===== config.mk =====
export PLATFORM = sky130hd
export DESIGN_NAME = tp84_volume_stage
export DESIGN_NICKNAME = d
export VERILOG_FILES = /design/src/rtl/tp84_snd_pkg.sv /design/src/rtl/tp84_sat16.sv /design/src/rtl/tp84_volume_stage.sv
export SDC_FILE = /design/constraint.sdc
export NUM_CORES = 1
export LEC_CHECK = 0
export ABC_CLOCK_PERIOD_IN_PS = 9200
export CAP_MARGIN = 20
export CORE_ASPECT_RATIO = 1.2
export CORE_MARGIN = 2
export CORE_UTILIZATION = 63
export DETAILED_ROUTE_END_ITERATION = 6
export GPL_TIMING_DRIVEN = 0
export PLACE_DENSITY = 0.88
export RECOVER_POWER = 50
export SLEW_MARGIN = 20
export SYNTH_ARGS = -nofsm -noshare
export SYNTH_HDL_FRONTEND = slang
export SYNTH_HIERARCHICAL = 1
export SYNTH_SLANG_ARGS = --single-unit

===== constraint.sdc =====
create_clock -name clk_49m -period 9.2 [get_ports clk_49m]
set_input_delay 1.38 -clock clk_49m [delete_from_list [all_inputs] [get_ports clk_49m]]
set_output_delay 1.38 -clock clk_49m [all_outputs]
set_load 0.03 [all_outputs]

===== src/rtl/tp84_snd_pkg.sv =====
// Shared constants, lookup tables and FSM encoding for the TP84 volume/LPF output stage.
// The alpha table exists only when TP84_VOLUME_LPF_EN is defined.
package tp84_snd_pkg;

  localparam int SAMPLE_W = 16;

  // Q1.8 gain per dial position
  localparam logic [8:0] GAIN_TAB [0:7] = '{
    9'd0, 9'd37, 9'd73, 9'd110, 9'd146, 9'd183, 9'd219, 9'd256
  };

`ifdef TP84_VOLUME_LPF_EN
  // Q0.15 smoothing factor; louder dial settings give a darker amplifier response
  localparam logic [15:0] ALPHA_TAB [0:7] = '{
    16'd16384, 16'd14336, 16'd12288, 16'd10240,
    16'd8192,  16'd6144,  16'd4096,  16'd2048
  };
`endif

  typedef enum logic [2:0] {
    ST_IDLE,
    ST_GAIN,
    ST_DIFF,
    ST_MAC,
    ST_OUT
  } state_t;

endpackage


===== src/rtl/tp84_sat16.sv =====
// Saturating narrower from an IN_W-bit signed value to a SAMPLE_W-bit signed sample.
module tp84_sat16
  import tp84_snd_pkg::*;
#(
  parameter int IN_W = 34
) (
  input  logic signed [IN_W-1:0]     din,
  output logic signed [SAMPLE_W-1:0] dout
);

  // The value fits when every bit above the result's sign bit matches it.
  logic [IN_W-SAMPLE_W:0] top;
  assign top = din[IN_W-1:SAMPLE_W-1];

  always_comb begin
    if ((&top) || !(|top))
      dout = din[SAMPLE_W-1:0];
    else if (din[IN_W-1])
      dout = {1'b1, {(SAMPLE_W-1){1'b0}}};
    else
      dout = {1'b0, {(SAMPLE_W-1){1'b1}}};
  end

endmodule


===== src/rtl/tp84_volume_stage.sv =====
// TP84 audio output stage: 48 kHz decimation, dial gain and optional amplifier low-pass
// on one shared multiplier. TP84_VOLUME_LPF_EN enables the DIFF/MAC low-pass path.
module tp84_volume_stage
  import tp84_snd_pkg::*;
#(
  parameter int DIV = 1024
) (
  input  logic                       clk_49m,
  input  logic                       reset,
  input  logic signed [SAMPLE_W-1:0] in,
  input  logic [2:0]                 vol,
  output logic signed [SAMPLE_W-1:0] out,
  output logic                       sample_valid,
  output logic                       busy
);

  localparam int CNT_W = 10;

  logic [CNT_W-1:0] cnt;
  logic             strobe;
  state_t           state, state_n;

  // op_a holds the captured sample x during GAIN and the difference d during MAC
  logic signed [16:0] op_a, op_b;
  logic signed [33:0] prod, prod_g;
  logic signed [SAMPLE_W-1:0] g, g_sat;

  assign strobe = (cnt == CNT_W'(DIV - 1));
  assign busy   = (state != ST_IDLE);
  assign prod   = op_a * op_b;
  assign prod_g = prod >>> 8;

  tp84_sat16 #(.IN_W(34)) u_sat_gain (
    .din  (prod_g),
    .dout (g_sat)
  );

`ifdef TP84_VOLUME_LPF_EN
  logic [2:0]                 v;
  logic signed [SAMPLE_W-1:0] y, y_sat;
  logic signed [16:0]         diff;
  logic signed [33:0]         prod_a, mac_sum;

  assign diff    = {g[15], g} - {y[15], y};
  assign prod_a  = prod >>> 15;
  assign mac_sum = {{18{y[15]}}, y} + prod_a;

  tp84_sat16 #(.IN_W(34)) u_sat_mac (
    .din  (mac_sum),
    .dout (y_sat)
  );
`endif

  always_ff @(posedge clk_49m or posedge reset) begin
    if (reset)
      cnt <= '0;
    else if (strobe)
      cnt <= '0;
    else
      cnt <= cnt + 1'b1;
  end

  always_ff @(posedge clk_49m or posedge reset) begin
    if (reset)
      state <= ST_IDLE;
    else
      state <= state_n;
  end

  always_comb begin
    state_n = state;
    case (state)
      ST_IDLE: if (strobe) state_n = ST_GAIN;
`ifdef TP84_VOLUME_LPF_EN
      ST_GAIN: state_n = ST_DIFF;
      ST_DIFF: state_n = ST_MAC;
      ST_MAC:  state_n = ST_OUT;
`else
      ST_GAIN: state_n = ST_OUT;
`endif
      ST_OUT:  state_n = ST_IDLE;
      default: state_n = ST_IDLE;
    endcase
  end

  always_ff @(posedge clk_49m or posedge reset) begin
    if (reset) begin
      op_a         <= '0;
      op_b         <= '0;
      g            <= '0;
      out          <= '0;
      sample_valid <= 1'b0;
`ifdef TP84_VOLUME_LPF_EN
      v            <= '0;
      y            <= '0;
`endif
    end else begin
      sample_valid <= 1'b0;
      case (state)
        ST_IDLE: begin
          if (strobe) begin
            op_a <= {in[15], in};
            op_b <= {8'd0, GAIN_TAB[vol]};
`ifdef TP84_VOLUME_LPF_EN
            v    <= vol;
`endif
          end
        end
        ST_GAIN: g <= g_sat;
`ifdef TP84_VOLUME_LPF_EN
        ST_DIFF: begin
          op_a <= diff;
          op_b <= {1'b0, ALPHA_TAB[v]};
        end
        ST_MAC: y <= y_sat;
        ST_OUT: begin
          out          <= y;
          sample_valid <= 1'b1;
        end
`else
        ST_OUT: begin
          out          <= g;
          sample_valid <= 1'b1;
        end
`endif
        default: ;
      endcase
    end
  end

endmodule

Yosys cells after proc, flatten, opt, wreduce, memory -nomap -nowiden
Memories as Yosys holds them, arrays and structs flattened. A register that Yosys moved wholly into a read port is not among the register bits. Index checks and enable logic that the tools add are counted.

Memory bits (read-only): 72. Bits of input ports: 21. Bits in registers: 62. Output and inout bits: 18. Memories kept: 1.

Equality and inequality tests: 4. $add $sub $neg: 1. Mux-type cells: 6. Reductions and logical operators: 7. Multipliers: 1. Bitwise logic cells: 1.

Memory list: (name not given) (depth 8, bits a word 9, read ports 1, clocked after memory_dff 1, wr ports 0, RTL line tp84_volume_stage.sv:103) `op_b <= {8'd0, GAIN_TAB[vol]};`.

Operators by type and width (count): $mux W16 (2); $mul A16 B10 Y26 (1); $reduce_and A11 Y1 (1); $reduce_or A11 Y1 (1); $add A10 B1 Y10 const B (1); $eq A10 B10 Y1 const B (1); $mux W10 (1); $pmux W3 S2 (1); $not A3 Y4 (1); $eq A3 B1 Y1 const B (1); $eq A3 B3 Y1 const B (1); $logic_not A3 Y1 (1); $mux W3 (1); $reduce_bool A3 Y1 (1); $ne A2 B2 Y1 const B (1); $reduce_and A2 Y1 (1); $logic_not A1 Y1 (1); $logic_or A1 B1 Y1 (1); $mux W1 (1).

Depth between registers and ports, before layout
Word-level depth: 5. Gate-level depth with buffers: 27.

Modules after synthesis
The synthesis kept the hierarchy.

By module, submodules not included: tp84_volume_stage (cells each 729, sequential area each 1676.6 sq um, times used 1, area an instance 7721.2 sq um); tp84_sat16 (cells each 33, sequential area each 0.0 sq um, times used 1, area an instance 261.5 sq um).

Worst setup path after synthesis
OpenSTA, ideal clock, no wires.

Path type: reg2reg. Start point: register op_b[5]. End point: register g[10]. Setup slack: 1.693 ns. Period minus slack after synthesis: 7.507 ns. Library setup time: 0.125 ns. Cell stages (with the launch flop): 25. Data arrival time: 7.382 ns. Cell sequence: dfrtp_1 -> clkbuf_1 -> nand2_1 -> inv_1 -> fa_1 -> inv_1 -> fa_1 -> fa_1 -> inv_1 -> fa_1 -> inv_1 -> fa_1 -> inv_1 -> ha_1 -> nand3_1 -> o41ai_1 -> a221oi_2 -> xnor2_1 -> nor4_1 -> nand4_1 -> nor4_2 -> a31o_2 -> buf_8 -> a21o_1 -> mux2_2.

Cells in the longest elaborated chain, start to end: 5.

RTL lines: start: declaration (RTL line tp84_volume_stage.sv:24) `logic signed [16:0] op_a, op_b;`; $mul A16 B10 Y26 * (RTL line tp84_volume_stage.sv:30) `assign prod = op_a * op_b;`; net prod[25] (RTL line tp84_volume_stage.sv:25) `logic signed [33:0] prod, prod_g;`; $reduce_or A11 Y1 (RTL line tp84_sat16.sv:16) `if ((&top) || !(|top))`; $logic_not A1 Y1 (RTL line tp84_sat16.sv:16); $logic_or A1 B1 Y1 (RTL line tp84_sat16.sv:16); $mux W16 * (RTL line tp84_sat16.sv:16); net g_sat[10] (RTL line tp84_volume_stage.sv:26) `logic signed [SAMPLE_W-1:0] g, g_sat;`; end signal: assignment (RTL line tp84_volume_stage.sv:109) `ST_GAIN: g <= g_sat;`; end: declaration (RTL line tp84_volume_stage.sv:26).

The timed path passes the listed nets; every way through them passes the cells marked *. A chain may end at the register's enable or synchronous reset.

Worst setup path after layout
Start point: register op_b[6]. End point: register g[8].

Same word-level chain as after synthesis.

==> metrics <==
status complete, but fails checks; violations in the final reports max-capacitance violations, max-slew violations; last weighted congestion value of the routability-driven placer about 0.94; Final HPWL DP about 14000 µm; global-route wire length before repair 30500 µm; die width ~110 µm; routed via count divided by cell count 5.70; tightest slew margin relative to the limit -62.8%; sequential share of power 43.2%; die outline area ~14000 µm²; leftover overflow at the end of global routing 0; number of detailed-route iterations in the first pass 4; cell count after synthesis between 700 and 800; Tot GR Track Use a little under 30%; category of the worst setup path capture point flip-flop; via count of the first global-routing pass ~6300; Post-CTS Repair Setup Buffers 0; total number of H-tree levels 3; clock root cell sky130_fd_sc_hd__clkbuf_16; pre-CTS worst setup slack 1730 ps; nets@finish between 1000 and 1500; fraction of power consumed by combinational cells 2.6%; placeable core area ~12000 µm²; count of standard-cell rows 45; Pleak approximately 0.005 µW; storage element area between 1500 and 2000 µm²; portion of total power attributed to the clock network 54.2%; Wirelength per Cell roughly 18 µm; post-synthesis cell area roughly 8000 µm²; count of clock tree sinks 67; TritonCTS clock tree yes; top_reg_cell synth sky130_fd_sc_hd__dfrtp_1; setup_tns 0 ps; type of element launching the critical path flip-flop; part of the cycle the worst path needs 81.7%; peak supply drop about 0.00011 V; EDFF count, synth 0; type of the worst min-delay path flip-flop to flip-flop; post-CTS sizing 0; Hold Path Stages 1; combined area of the multi-input logic cells 5630 µm²; number of DRC violations after detailed-routing iteration 0 ~310; share of layout cells above drive strength 1 a little under an eighth; net count after synthesis about 960; synthesized area per cell ~10 µm²; number of placed I/O pins 39; starting utilization of the core area 63.9%; hold buffer count at CTS 0; slack of the critical path between 1500 and 2000 ps; YS warnings 6; Sw Ratio 20.9%; maximum number of pins on one net before global-route repair between 40 and 50; CTS Buffer Depth 2; Inserted Clock Buffers 9; via count between 5000 and 6000; RSZ-0062 raised after global routing no; Max Fanout on Critical Path 22; Final Hold Vio Count 0; clock latency reported for the late side of the worst-skew pair between 300 and 400 ps; number of DRC violations after detailed routing 0; number of max-cap violations 1; clock transition at the registers of the reported paths roughly 60 ps; Required @ worst endpoint between 9000 and 10000 ps; switching power approximately 140 µW; floorplan die height between 100 and 150 µm; achievable clock frequency roughly 130 MHz; Crit Path Class flip-flop to flip-flop; final count of negative-setup-slack endpoints 0; aggregate routed wire length roughly 18000 µm; minimum clock period approximately 7500 ps; share of synthesized flip-flops with an asynchronous set or reset 100%; R2R depth 25; Post-Route Skew approximately 8.7 ps; relative area change from synthesis to final layout 11.4%; Internal Dissipation 540 µW; final-layout fill cell count approximately 910; Antenna Violating Nets Remaining 0; ratio of total power to cell area roughly 77 nW/µm²; Seq/Total Area, Yosys 21.0%; count of buffers from port buffering 37; Max Transition Viols Final 48; number of distinct library cell variants in the gate-level netlist after synthesis 55; antenna cells 0; FF+latch count, synth 67; transition time at the pin with the least slew margin ~2400 ps; arrival time at the worst endpoint 7740 ps; initial antenna violation count 0
state kept, by name, indices dropped and copies added, names as in the netlist:
name	count
g	16
cnt	10
out	16
op_b	6
op_a	16
state	2
sample_valid	1
metrics by stage:
stage / total power (µW) / hold slack (ps) / std cells / utilization (%) / instance area (µm²)
2_1_floorplan: 307 / 441 / 762 / - / 7980
3_3_place_gp: 317 / 456 / 963 / 68.5 / 8560
3_5_place_dp: 319 / 472 / 965 / 68.8 / 8600
4_1_cts: 686 / 484 / 981 / 71.3 / 8910
5_1_grt: 700 / 494 / 981 / 71.2 / 8900
6_report: 682 / 483 / 981 / 71.2 / 8900
cells in the mapped netlist (5+ instances only):
cell | count | area [µm²]
sky130_fd_sc_hd__xnor2_1 | 20 | 175
sky130_fd_sc_hd__o21ai_0 | 12 | 60.1
sky130_fd_sc_hd__dfrtp_1 | 67 | 1680
sky130_fd_sc_hd__clkbuf_1 | 12 | 45.0
sky130_fd_sc_hd__a21o_2 | 5 | 43.8
sky130_fd_sc_hd__a21oi_1 | 19 | 95.1
sky130_fd_sc_hd__xor2_1 | 8 | 70.1
sky130_fd_sc_hd__inv_1 | 154 | 578
sky130_fd_sc_hd__nand4_1 | 9 | 56.3
sky130_fd_sc_hd__a21o_1 | 13 | 97.6
sky130_fd_sc_hd__a211oi_1 | 5 | 37.5
sky130_fd_sc_hd__mux2_2 | 48 | 541
sky130_fd_sc_hd__ha_1 | 59 | 738
sky130_fd_sc_hd__nand2_1 | 38 | 143
sky130_fd_sc_hd__fa_1 | 121 | 2420
sky130_fd_sc_hd__and2_1 | 70 | 438
sky130_fd_sc_hd__nor2_1 | 21 | 78.8
sky130_fd_sc_hd__nand3_1 | 12 | 60.1
worst max-delay path, cell delays in order (launching register included):
cell and delay (ps):
sky130_fd_sc_hd__dfrtp_1 550, sky130_fd_sc_hd__clkbuf_1 450, sky130_fd_sc_hd__and2_1 280, sky130_fd_sc_hd__fa_1 460
sky130_fd_sc_hd__fa_1 540, sky130_fd_sc_hd__inv_1 60, sky130_fd_sc_hd__fa_1 530, sky130_fd_sc_hd__inv_1 50
sky130_fd_sc_hd__fa_1 480, sky130_fd_sc_hd__inv_1 50, sky130_fd_sc_hd__fa_1 480, sky130_fd_sc_hd__inv_1 40
sky130_fd_sc_hd__ha_1 330, sky130_fd_sc_hd__and3_1 240, sky130_fd_sc_hd__a211oi_4 330, sky130_fd_sc_hd__a41oi_4 260
sky130_fd_sc_hd__a221oi_2 370, sky130_fd_sc_hd__xnor2_2 240, sky130_fd_sc_hd__buf_8 220, sky130_fd_sc_hd__nor4_1 260
sky130_fd_sc_hd__nand4_1 130, sky130_fd_sc_hd__nor4_2 240, sky130_fd_sc_hd__a311oi_2 170, sky130_fd_sc_hd__buf_6 210
sky130_fd_sc_hd__a21o_1 160, sky130_fd_sc_hd__mux2_2 260
path summary, 6_finish.rpt:
path | to | slack (ps) | from
min reg2reg | cnt[6] | 480 | cnt[6]
max reg2reg | g[8] | 1680 | op_b[6]
min in group asynchronous | op_a[3] | 1700 | reset
max | g[8] | 1680 | op_b[6]
min | cnt[6] | 480 | cnt[6]
max in group asynchronous | out[13] | 4730 | reset
per-layer routing:
layer | wire length (µm) | vias up | global-route usage [%] | part of all wire (%)
met3 | 675 | 56 | 4.59 | 3.8
met5 | 0 | - | 0 | 0
met4 | 645 | 0 | 10.5 | 3.6
li1 | - | 2535 | - | -
met1 | 6630 | 2860 | 33.7 | 37
met2 | 9750 | 141 | 54.3 | 55
kinds of logic (layout without fill, tap and decap cells):
group,after synthesis,after routing,share of synthesized area [%]
AOI/OAI and AO/OA,88,88,8.56
xor gates and xnor gates,28,28,3.07
adders and majority gates,180,180,39.6
buffers and inverters,173,228,8.60
DFF,67,67,21.0
muxes,50,50,7.02
and+or+nand+nor,176,176,12.1
area by class of cell:
| cell class | count | share of cell area (%) |
|---|---|---|
| Clock inverter | 5 | 0.872 |
| Buffer | 19 | 1.22 |
| Inverter | 154 | 6.51 |
| Multi-Input combinational cell | 522 | 63.2 |
| Tap cell | 164 | 2.31 |
| Timing Repair Buffer | 39 | 4.37 |
| Clock buffer | 11 | 2.62 |
| Sequential cell | 67 | 18.8 |
placed cells by master, fill, tap and decap left out, types with 3 or more instances in the layout:
cell / count
sky130_fd_sc_hd__a211o_1: 4
sky130_fd_sc_hd__a211oi_1: 5
sky130_fd_sc_hd__a21o_1: 13
sky130_fd_sc_hd__a21o_2: 5
sky130_fd_sc_hd__a21oi_1: 19
sky130_fd_sc_hd__a31oi_1: 4
sky130_fd_sc_hd__and2_1: 70
sky130_fd_sc_hd__and3_1: 4
sky130_fd_sc_hd__clkbuf_1: 16
sky130_fd_sc_hd__clkbuf_16: 9
sky130_fd_sc_hd__clkdlybuf4s50_1: 36
sky130_fd_sc_hd__dfrtp_1: 67
sky130_fd_sc_hd__fa_1: 121
sky130_fd_sc_hd__ha_1: 59
sky130_fd_sc_hd__inv_1: 153
sky130_fd_sc_hd__mux2_2: 48
sky130_fd_sc_hd__nand2_1: 38
sky130_fd_sc_hd__nand2b_1: 4
sky130_fd_sc_hd__nand3_1: 12
sky130_fd_sc_hd__nand4_1: 9
sky130_fd_sc_hd__nor2_1: 21
sky130_fd_sc_hd__nor4_1: 4
sky130_fd_sc_hd__o211ai_1: 3
sky130_fd_sc_hd__o21a_1: 4
sky130_fd_sc_hd__o21ai_0: 12
sky130_fd_sc_hd__o21bai_1: 4
sky130_fd_sc_hd__xnor2_1: 19
sky130_fd_sc_hd__xor2_1: 8
power groups by stage:
stage	Clock, µW	Combinational, µW	Sequential, µW
final	369	17.7	295
after global routing	386	19.7	295
after CTS	372	19.2	295
after detailed placement	0	18.8	300
after global placement	0	16.7	300
after floorplan	0	6.56	300
Note: power is estimated with default switching activity, not from simulation.
